### config.mk
export PLATFORM = sky130hd
export DESIGN_NAME = dot_product_engine
export DESIGN_NICKNAME = d
export VERILOG_FILES = /design/src/rtl/npu_pkg.sv /design/src/rtl/dot_lane_mult.sv /design/src/rtl/dot_product_engine.sv
export SDC_FILE = /design/constraint.sdc
export NUM_CORES = 1
export LEC_CHECK = 0
export ABC_AREA = 1
export BUFFER_PORTS_ARGS = -buffer_cell sky130_fd_sc_hd__buf_2
export CAP_MARGIN = 20
export CORE_ASPECT_RATIO = 0.9
export CORE_MARGIN = 1.5
export CORE_UTILIZATION = 40
export DETAILED_ROUTE_END_ITERATION = 7
export PLACE_DENSITY = 0.59
export SLEW_MARGIN = 20
export SYNTH_ARGS = -nofsm -noshare
export SYNTH_HDL_FRONTEND = slang
export SYNTH_SLANG_ARGS = --single-unit
### constraint.sdc
create_clock -name clk -period 52.1 [get_ports clk]
set_input_delay 10.42 -clock clk [delete_from_list [all_inputs] [get_ports clk]]
set_output_delay 10.42 -clock clk [all_outputs]
set_load 0.05 [all_outputs]
### src/rtl/npu_pkg.sv
// Shared NPU definitions: dot-product FSM states, width helpers and the
// result narrowing function used by the NPU datapath blocks.
package npu_pkg;

   typedef enum logic [1:0] {
      IDLE  = 2'd0,
      MAC   = 2'd1,
      DRAIN = 2'd2,
      DONE  = 2'd3
   } dot_state_e;

   localparam int NARROW_W = 64;

   function automatic int idx_width(input int depth);
      return (depth > 1) ? $clog2(depth) : 1;
   endfunction

   // value must arrive sign-extended (signed mode) or zero-extended to NARROW_W
   function automatic logic [NARROW_W-1:0] sat_narrow(
      input  logic signed [NARROW_W-1:0] value,
      input  int                         out_w,
      input  logic                       is_signed,
      input  logic                       saturate,
      output logic                       ovf
   );
      logic signed [NARROW_W-1:0] hi;
      logic signed [NARROW_W-1:0] lo;
      if (is_signed) begin
         hi = (64'sd1 <<< (out_w - 1)) - 64'sd1;
         lo = -(64'sd1 <<< (out_w - 1));
      end else begin
         hi = (64'sd1 <<< out_w) - 64'sd1;
         lo = '0;
      end
      ovf = (value > hi) || (value < lo);
      if (saturate && (value > hi))
         return hi;
      if (saturate && (value < lo))
         return lo;
      return value;
   endfunction

endpackage

### src/rtl/dot_lane_mult.sv
// One registered DATA_W x DATA_W lane multiplier with clock enable; operands
// are sign- or zero-extended according to signed_mode.
module dot_lane_mult #(
   parameter int DATA_W = 8
) (
   input  logic                  clk,
   input  logic                  ce,
   input  logic                  signed_mode,
   input  logic [DATA_W-1:0]     a,
   input  logic [DATA_W-1:0]     b,
   output logic [2*DATA_W-1:0]   product
);

   logic signed [DATA_W:0]     a_ext;
   logic signed [DATA_W:0]     b_ext;
   logic signed [2*DATA_W-1:0] full;

   assign a_ext = signed'({signed_mode & a[DATA_W-1], a});
   assign b_ext = signed'({signed_mode & b[DATA_W-1], b});

   // The low 2*DATA_W bits of the extended product are exact in both modes
   assign full = (2*DATA_W)'(a_ext) * (2*DATA_W)'(b_ext);

   always_ff @(posedge clk) begin
      if (ce)
         product <= full;
   end

endmodule

### src/rtl/dot_product_engine.sv
// Multi-lane dot-product engine: LANES registered multipliers feed a wide
// accumulator; the sum is narrowed (saturate or wrap) when the run completes.
module dot_product_engine
   import npu_pkg::*;
#(
   parameter int DATA_W  = 8,
   parameter int VEC_LEN = 32,
   parameter int LANES   = 2,
   parameter int ACC_W   = 24,
   parameter int OUT_W   = 16
) (
   input  logic                      clk,
   input  logic                      rst_n,
   input  logic                      start,
   input  logic                      signed_mode,
   input  logic                      saturate,
   input  logic [VEC_LEN*DATA_W-1:0] a_flat,
   input  logic [VEC_LEN*DATA_W-1:0] b_flat,
   output logic                      busy,
   output logic                      done,
   output logic [OUT_W-1:0]          result,
   output logic                      overflow
);

   localparam int IDX_W    = idx_width(VEC_LEN);
   localparam int PROD_W   = 2 * DATA_W;
   localparam int VEC_W    = VEC_LEN * DATA_W;
   localparam logic [IDX_W-1:0] LAST_IDX = IDX_W'(VEC_LEN - LANES);
   localparam logic [IDX_W-1:0] IDX_STEP = IDX_W'(LANES);

   dot_state_e          state;
   dot_state_e          state_next;
   logic                accept;
   logic                mac_en;
   logic [VEC_W-1:0]    a_sh;
   logic [VEC_W-1:0]    b_sh;
   logic                mode_signed;
   logic                mode_sat;
   logic [IDX_W-1:0]    index;
   logic [PROD_W-1:0]   prod [LANES];
   logic                prod_valid;
   logic [ACC_W-1:0]    acc;
   logic [ACC_W-1:0]    lane_sum;
   logic [ACC_W-1:0]    acc_next;
   logic [OUT_W-1:0]    result_next;
   logic                ovf_next;

   assign mac_en = (state == MAC);
   assign busy   = (state == MAC) || (state == DRAIN);
   assign done   = (state == DONE);

   always_comb begin
      state_next = state;
      accept     = 1'b0;
      case (state)
         IDLE: begin
            if (start) begin
               accept     = 1'b1;
               state_next = MAC;
            end
         end
         MAC: begin
            if (index == LAST_IDX)
               state_next = DRAIN;
         end
         DRAIN: state_next = DONE;
         DONE: begin
            if (start) begin
               accept     = 1'b1;
               state_next = MAC;
            end else begin
               state_next = IDLE;
            end
         end
         default: state_next = IDLE;
      endcase
   end

   for (genvar l = 0; l < LANES; l++) begin : g_lane
      logic [DATA_W-1:0] a_el;
      logic [DATA_W-1:0] b_el;

      assign a_el = a_sh[(int'(index) + l) * DATA_W +: DATA_W];
      assign b_el = b_sh[(int'(index) + l) * DATA_W +: DATA_W];

      dot_lane_mult #(.DATA_W(DATA_W)) u_mult (
         .clk         (clk),
         .ce          (mac_en),
         .signed_mode (mode_signed),
         .a           (a_el),
         .b           (b_el),
         .product     (prod[l])
      );
   end

   // Result is registered on the DRAIN edge, so it must see the final sum now
   always_comb begin
      lane_sum = '0;
      for (int l = 0; l < LANES; l++)
         lane_sum = lane_sum + {{(ACC_W-PROD_W){mode_signed & prod[l][PROD_W-1]}}, prod[l]};
      acc_next    = prod_valid ? (acc + lane_sum) : acc;
      ovf_next    = 1'b0;
      result_next = OUT_W'(sat_narrow(
                       {{(NARROW_W-ACC_W){mode_signed & acc_next[ACC_W-1]}}, acc_next},
                       OUT_W, mode_signed, mode_sat, ovf_next));
   end

   always_ff @(posedge clk) begin
      if (!rst_n) begin
         state      <= IDLE;
         index      <= '0;
         acc        <= '0;
         prod_valid <= 1'b0;
         result     <= '0;
         overflow   <= 1'b0;
      end else begin
         state      <= state_next;
         prod_valid <= mac_en;
         if (accept) begin
            index <= '0;
            acc   <= '0;
         end else begin
            if (mac_en)
               index <= index + IDX_STEP;
            acc <= acc_next;
         end
         if (state == DRAIN) begin
            result   <= result_next;
            overflow <= ovf_next;
         end
      end
   end

   // Shadow copies let the operand buffers move on right after acceptance
   always_ff @(posedge clk) begin
      if (accept) begin
         a_sh        <= a_flat;
         b_sh        <= b_flat;
         mode_signed <= signed_mode;
         mode_sat    <= saturate;
      end
   end

endmodule

==> flow_summary.json, run 1 <==
{
  "synth-seq-cells": 594,
  "nNetsFinal": 4109,
  "numCtsBuffers": 60,
  "grt_use_total_pct": 23.5,
  "hold_viol": 0,
  "syn-cell-area_um2": 30900,
  "drive_gt1_share_pct": 21.8,
  "port-buffer-count": 535,
  "grt_pass1_vias": 22300,
  "path_delay_family": "buffers and inverters",
  "rsz0062_at_grt": "no",
  "netlist_instances": 2837,
  "cts_tree": "yes",
  "cp_num_cells": 6,
  "hold_start": "result[15]$_SDFFE_PN0N_",
  "synth_top_area_cell": "edfxtp_1",
  "holdPathEnd": "result[15]$_SDFFE_PN0N_",
  "clk-insertion-delay-late_ns": 0.68,
  "post_cts_buffers": 0,
  "clock.fmax_mhz": 73.4,
  "antenna_found_initial": 74,
  "period_share_pct": 26.1,
  "seq_area_frac_synth_pct": 56.1,
  "cts.path.max_buffers": 3,
  "place_congestion": 0.888,
  "relSlewSlack_pct": 27.6,
  "holdBufCountCts": 0,
  "drt_pass1_iterations": 5,
  "syn-mean-instance-area_um2": 10.9,
  "hp-class": "register to register",
  "grt_max_degree": 170,
  "die_height_um": 267,
  "die_w_um": 296,
  "cp.arrival_ns": 13.90,
  "required_ns": 52.39,
  "route.detailed.drc": 0,
  "status": "finished, final reports clean",
  "r2r-start": "index[1]$_SDFFE_PP0P_",
  "fin_setup_tns_ns": 0,
  "fp.dieArea_um2": 79000,
  "critPathKind": "input pin to register",
  "hpwl_um": 69400,
  "critPathMaxFanout": 84,
  "routed_via_density": 5.10,
  "worstPathCellList": "buf_2 > inv_1 > nor2_4 > buf_4 > buf_4 > buf_4",
  "synth.distinct_cells": 50,
  "avgRoutedWirePerCell_um": 20.9,
  "async_flop_share_pct": 0,
  "clock_skew_ns": 0.0787,
  "fin_util_pct": 48.2,
  "synthToLayoutAreaGrowth_pct": 19.0,
  "maxCapViolations": 0,
  "rows": 96,
  "grt_pass1_wl_um": 137000,
  "holdPathStages": 2,
  "end_kind": "register",
  "r2r_cells": 30,
  "tightest_slew_ns": 1.09,
  "drt-initial-drc-count": 1886,
  "cp_common_cell": "buf_4",
  "boundaryPins": 536,
  "cts.sink_count": 594,
  "ys_top_cells_by_area": "edfxtp_1 (53%), fa_1 (8.3%), ha_1 (5.1%)",
  "clockRootBuffer": "clkbuf_16",
  "finalSetupViolCount": 0,
  "clk_pin_slew_ns": 0.06,
  "synthFlopType": "edfxtp_1",
  "finalMaxSlewViolations": 0,
  "worst_setup_path_start_kind": "input pin",
  "ant_nets": 0,
  "synth-edff-count": 546,
  "cts_repair_resize_count": 0,
  "finalInstanceArea_um2": 36800,
  "cp_num_buf_inv": 5,
  "h-tree-depth": 2,
  "yosys_warnings": 0,
  "coreArea_um2": 76400,
  "period_minus_slack_ns": 13.62,
  "critical_path.max_stage_delay_ns": 0.94,
  "initial_core_util_pct": 40.5,
  "vias": 22700,
  "wl_um": 93300,
  "rrSetupSlack_ns": 43.07,
  "dpl_cell_area_um2": 34600,
  "synth.top_cell.area_share_pct": 53.0,
  "grt_remaining_overflow": 0,
  "cp_slowest_cell": "buf_4",
  "synthesis.nets": 3608,
  "r2r_end": "g_lane[1].u_mult.product[14]$_DFFE_PP_"
}
layout make-up:
cell class | count | area [µm²]
fillers | 7126 | 39600
flip-flops and latches | 594 | 17400
clock buffers | 67 | 1530
multi-input cells | 1775 | 11700
inverters | 351 | 1330
clock inverters | 47 | 631
well taps | 1029 | 1290
repair buffers | 556 | 2850
diodes | 36 | 90.1
how the worst max path moves through the flow:
stage           from                  end  slack (ns)
3_5_place_dp   start  a_sh[140]$_DFFE_PP_       37.82
6_report       start  a_sh[184]$_DFFE_PP_       38.48
3_3_place_gp   start  a_sh[232]$_DFFE_PP_       37.84
2_1_floorplan  start   acc[13]$_SDFF_PP0_       18.43
5_1_grt        start  a_sh[236]$_DFFE_PP_       38.28
4_1_cts        start  b_sh[161]$_DFFE_PP_       38.50
flip-flops by register name (all words and copies together) (netlist names):
name	count
mode_sat	1
mode_signed	1
b_sh	256
index	4
result	16
prod_valid	1
overflow	1
g_lane.u_mult.product	32
a_sh	256
acc	24
state	2
worst register-to-register path: cells and delay by family (launching register included):
kind,cells,cell delay (ns)
fa+ha+maj,6,2.83
buf+inv,10,2.47
compound gates,6,1.35
simple gates,7,0.94
flops,1,0.91
xor+xnor,1,0.29
cells in the mapped netlist (all sizes together), types with 26 or more instances:
cell type	number
dfxtp	48
clkbuf	66
o21ai	293
nand3	99
nor2	341
buf	51
a31oi	26
inv	349
fa	128
o22ai	77
ha	126
a21oi	85
o221ai	51
edfxtp	546
xor2	33
nand2	411
through the flow:
step / hold slack [ns] / instances / setup WS [ns]
3_5_place_dp: 0.464 / 4305 / 37.82
3_3_place_gp: 0.453 / 4305 / 37.84
4_1_cts: 0.471 / 4419 / 38.50
5_1_grt: 0.488 / 4448 / 38.28
6_report: 0.470 / 4455 / 38.48
2_1_floorplan: 0.471 / 2837 / 18.43
logic make-up after synthesis:
family | count (synthesis) | share of synthesized area (%)
compound gates | 569 | 10.8
simple gates | 901 | 12.2
flops | 594 | 56.1
fa+ha+maj | 254 | 13.4
buf+inv | 468 | 6.07
xor+xnor | 51 | 1.44
layer usage:
| metal | part of all wire (%) | GRT usage [%] |
|---|---|---|
| met5 | 0.37 | 0 |
| met4 | 2.9 | 8.09 |
| met3 | 6.9 | 5.65 |
| met2 | 50 | 39.8 |
| met1 | 40 | 29.2 |
cell usage in the layout (no fill, tap or decap), drive strengths merged, types with 32 or more instances in the layout:
cell / n
nand3: 99
clkbuf: 67
ha: 126
o21ai: 293
xor2: 33
clkinv: 32
o22ai: 77
a21oi: 85
diode: 36
buf: 556
edfxtp: 546
nand2: 411
inv: 351
fa: 128
o221ai: 51
dfxtp: 48
nor2: 341
Power of run 1 is not shown: default switching activity piles up to over one toggle a cycle in this logic, so the estimate is an artifact.
==> run 2: changes to the inputs <==
- PLACE_DENSITY: 0.59 -> 0.62
- clock period: 52.1 -> 12 ns (I/O delays scaled with it)
==> flow_summary.json, run 2 (same netlist as run 1, synthesis figures left out) <==
{
  "status": "finished, final reports clean",
  "holdBufCountCts": 0,
  "grt_remaining_overflow": 0,
  "drive_gt1_share_pct": 21.7,
  "grt_pass1_vias": 22200,
  "cts_tree": "yes",
  "grt_pass1_wl_um": 136000,
  "cp_slowest_cell": "buf_4",
  "end_kind": "register",
  "finalInstanceArea_um2": 36800,
  "boundaryPins": 536,
  "place_congestion": 0.887,
  "post_cts_buffers": 0,
  "die_w_um": 296,
  "clockRootBuffer": "clkbuf_16",
  "finalSetupViolCount": 0,
  "ant_nets": 0,
  "regArea_um2": 17400,
  "hpwl_um": 68000,
  "port-buffer-count": 535,
  "critPathMaxFanout": 85,
  "top_regs": "a_sh x256, b_sh x256, g_lane.u_mult.product x32",
  "period_minus_slack_ns": 8.12,
  "relSlewSlack_pct": 27.1,
  "routed_via_density": 5.13,
  "tightest_slew_ns": 1.09,
  "cp_common_cell": "inv_1",
  "multi_input_area_um2": 11700,
  "final_common_cell": "edfxtp_1",
  "numCtsBuffers": 66,
  "drt-initial-drc-count": 2012,
  "vias": 22900,
  "grt_max_degree": 176,
  "coreArea_um2": 76400,
  "antenna_found_initial": 63,
  "route.detailed.drc": 0,
  "clock.fmax_mhz": 123,
  "worst_setup_path_start_kind": "register",
  "h-tree-depth": 3,
  "fp.dieArea_um2": 79000,
  "hp-class": "register to register",
  "cts.sink_count": 594,
  "die_height_um": 267,
  "critical_path.max_stage_delay_ns": 0.80,
  "nNetsFinal": 4114,
  "fillers": 7101,
  "layout_common_cells": "edfxtp_1 (546), buf_2 (535), nand2_1 (402)",
  "fin_setup_tns_ns": 0,
  "rows": 96,
  "period_share_pct": 67.7,
  "cts.path.max_buffers": 3,
  "grt_use_total_pct": 23.3,
  "dpl_cell_area_um2": 34500,
  "synthToLayoutAreaGrowth_pct": 19.0,
  "wl_um": 92600,
  "clock_skew_ns": 0.0574,
  "critPathKind": "register to register",
  "initial_core_util_pct": 40.5,
  "finalMaxSlewViolations": 0,
  "clk_pin_slew_ns": 0.07,
  "avgRoutedWirePerCell_um": 20.8,
  "drt_pass1_iterations": 5,
  "maxCapViolations": 0,
  "rsz0062_at_grt": "no",
  "clk-insertion-delay-late_ns": 0.65,
  "cts_repair_resize_count": 0,
  "cp.arrival_ns": 8.47,
  "hold_viol": 0,
  "required_ns": 12.35
}
run 2: cell types whose count changed in the layout (fill, tap and decap cells not counted), sizes merged:
cell | previous run | this run
clkinvlp | 1 | 0
clkinv | 32 | 36
buf | 556 | 555
clkbuf | 67 | 78
bufinv | 14 | 4
inv | 351 | 350
run 2: worst paths after layout:
kind | from | end | slack (ns) | depth (start not counted)
hold reg to reg | result[15]$_SDFFE_PN0N_ | result[15]$_SDFFE_PN0N_ | 0.47 | 2
setup / recovery | index[1]$_SDFFE_PP0P_ | g_lane[1].u_mult.product[14]$_DFFE_PP_ | 3.88 | 31
hold / removal | result[15]$_SDFFE_PN0N_ | result[15]$_SDFFE_PN0N_ | 0.47 | 2
setup reg to reg | index[1]$_SDFFE_PP0P_ | g_lane[1].u_mult.product[14]$_DFFE_PP_ | 3.88 | 31
run 2: cell type report:
| cell class | instances | area share [%] |
|---|---|---|
| antenna | 36 | 0.245 |
| clock buffer | 78 | 4.69 |
| clock inverter | 39 | 1.22 |
| inverter | 351 | 3.61 |
| multi-input combinational | 1775 | 31.8 |
| sequential | 594 | 47.2 |
| tap | 1029 | 3.50 |
| timing repair buffer | 555 | 7.75 |
run 2: stage by stage:
stage                     hold slack (ns)  util [%]  cells  worst slack (ns)
after detailed placement            0.464      45.2   4304              4.02
after global routing                0.491      48.2   4446              3.31
after CTS                           0.472      48.1   4421              3.98
after global placement              0.460      45.2   4304              4.14
after floorplan                     0.471         -   2837              1.17
final                               0.472      48.2   4457              3.88
run 2: worst max-delay path, delay by kind of cell, from the launching register on:
| kind | cells | cell delay [ns] |
|---|---|---|
| XOR/XNOR | 1 | 0.14 |
| adder cells (fa/ha/maj) | 6 | 2.88 |
| AND/OR/NAND/NOR | 8 | 1.13 |
| buffers and inverters | 10 | 1.95 |
| AO/OA/AOI/OAI | 6 | 1.21 |
| flip-flops | 1 | 0.39 |
run 2: layer usage:
metal  GRT usage (%)  wire length (µm)
met5               0               230
met4            8.47              2710
met3            5.28              6500
met2            39.0             45700
met1            29.4             37400
Power of run 2 is left out for the same reason.
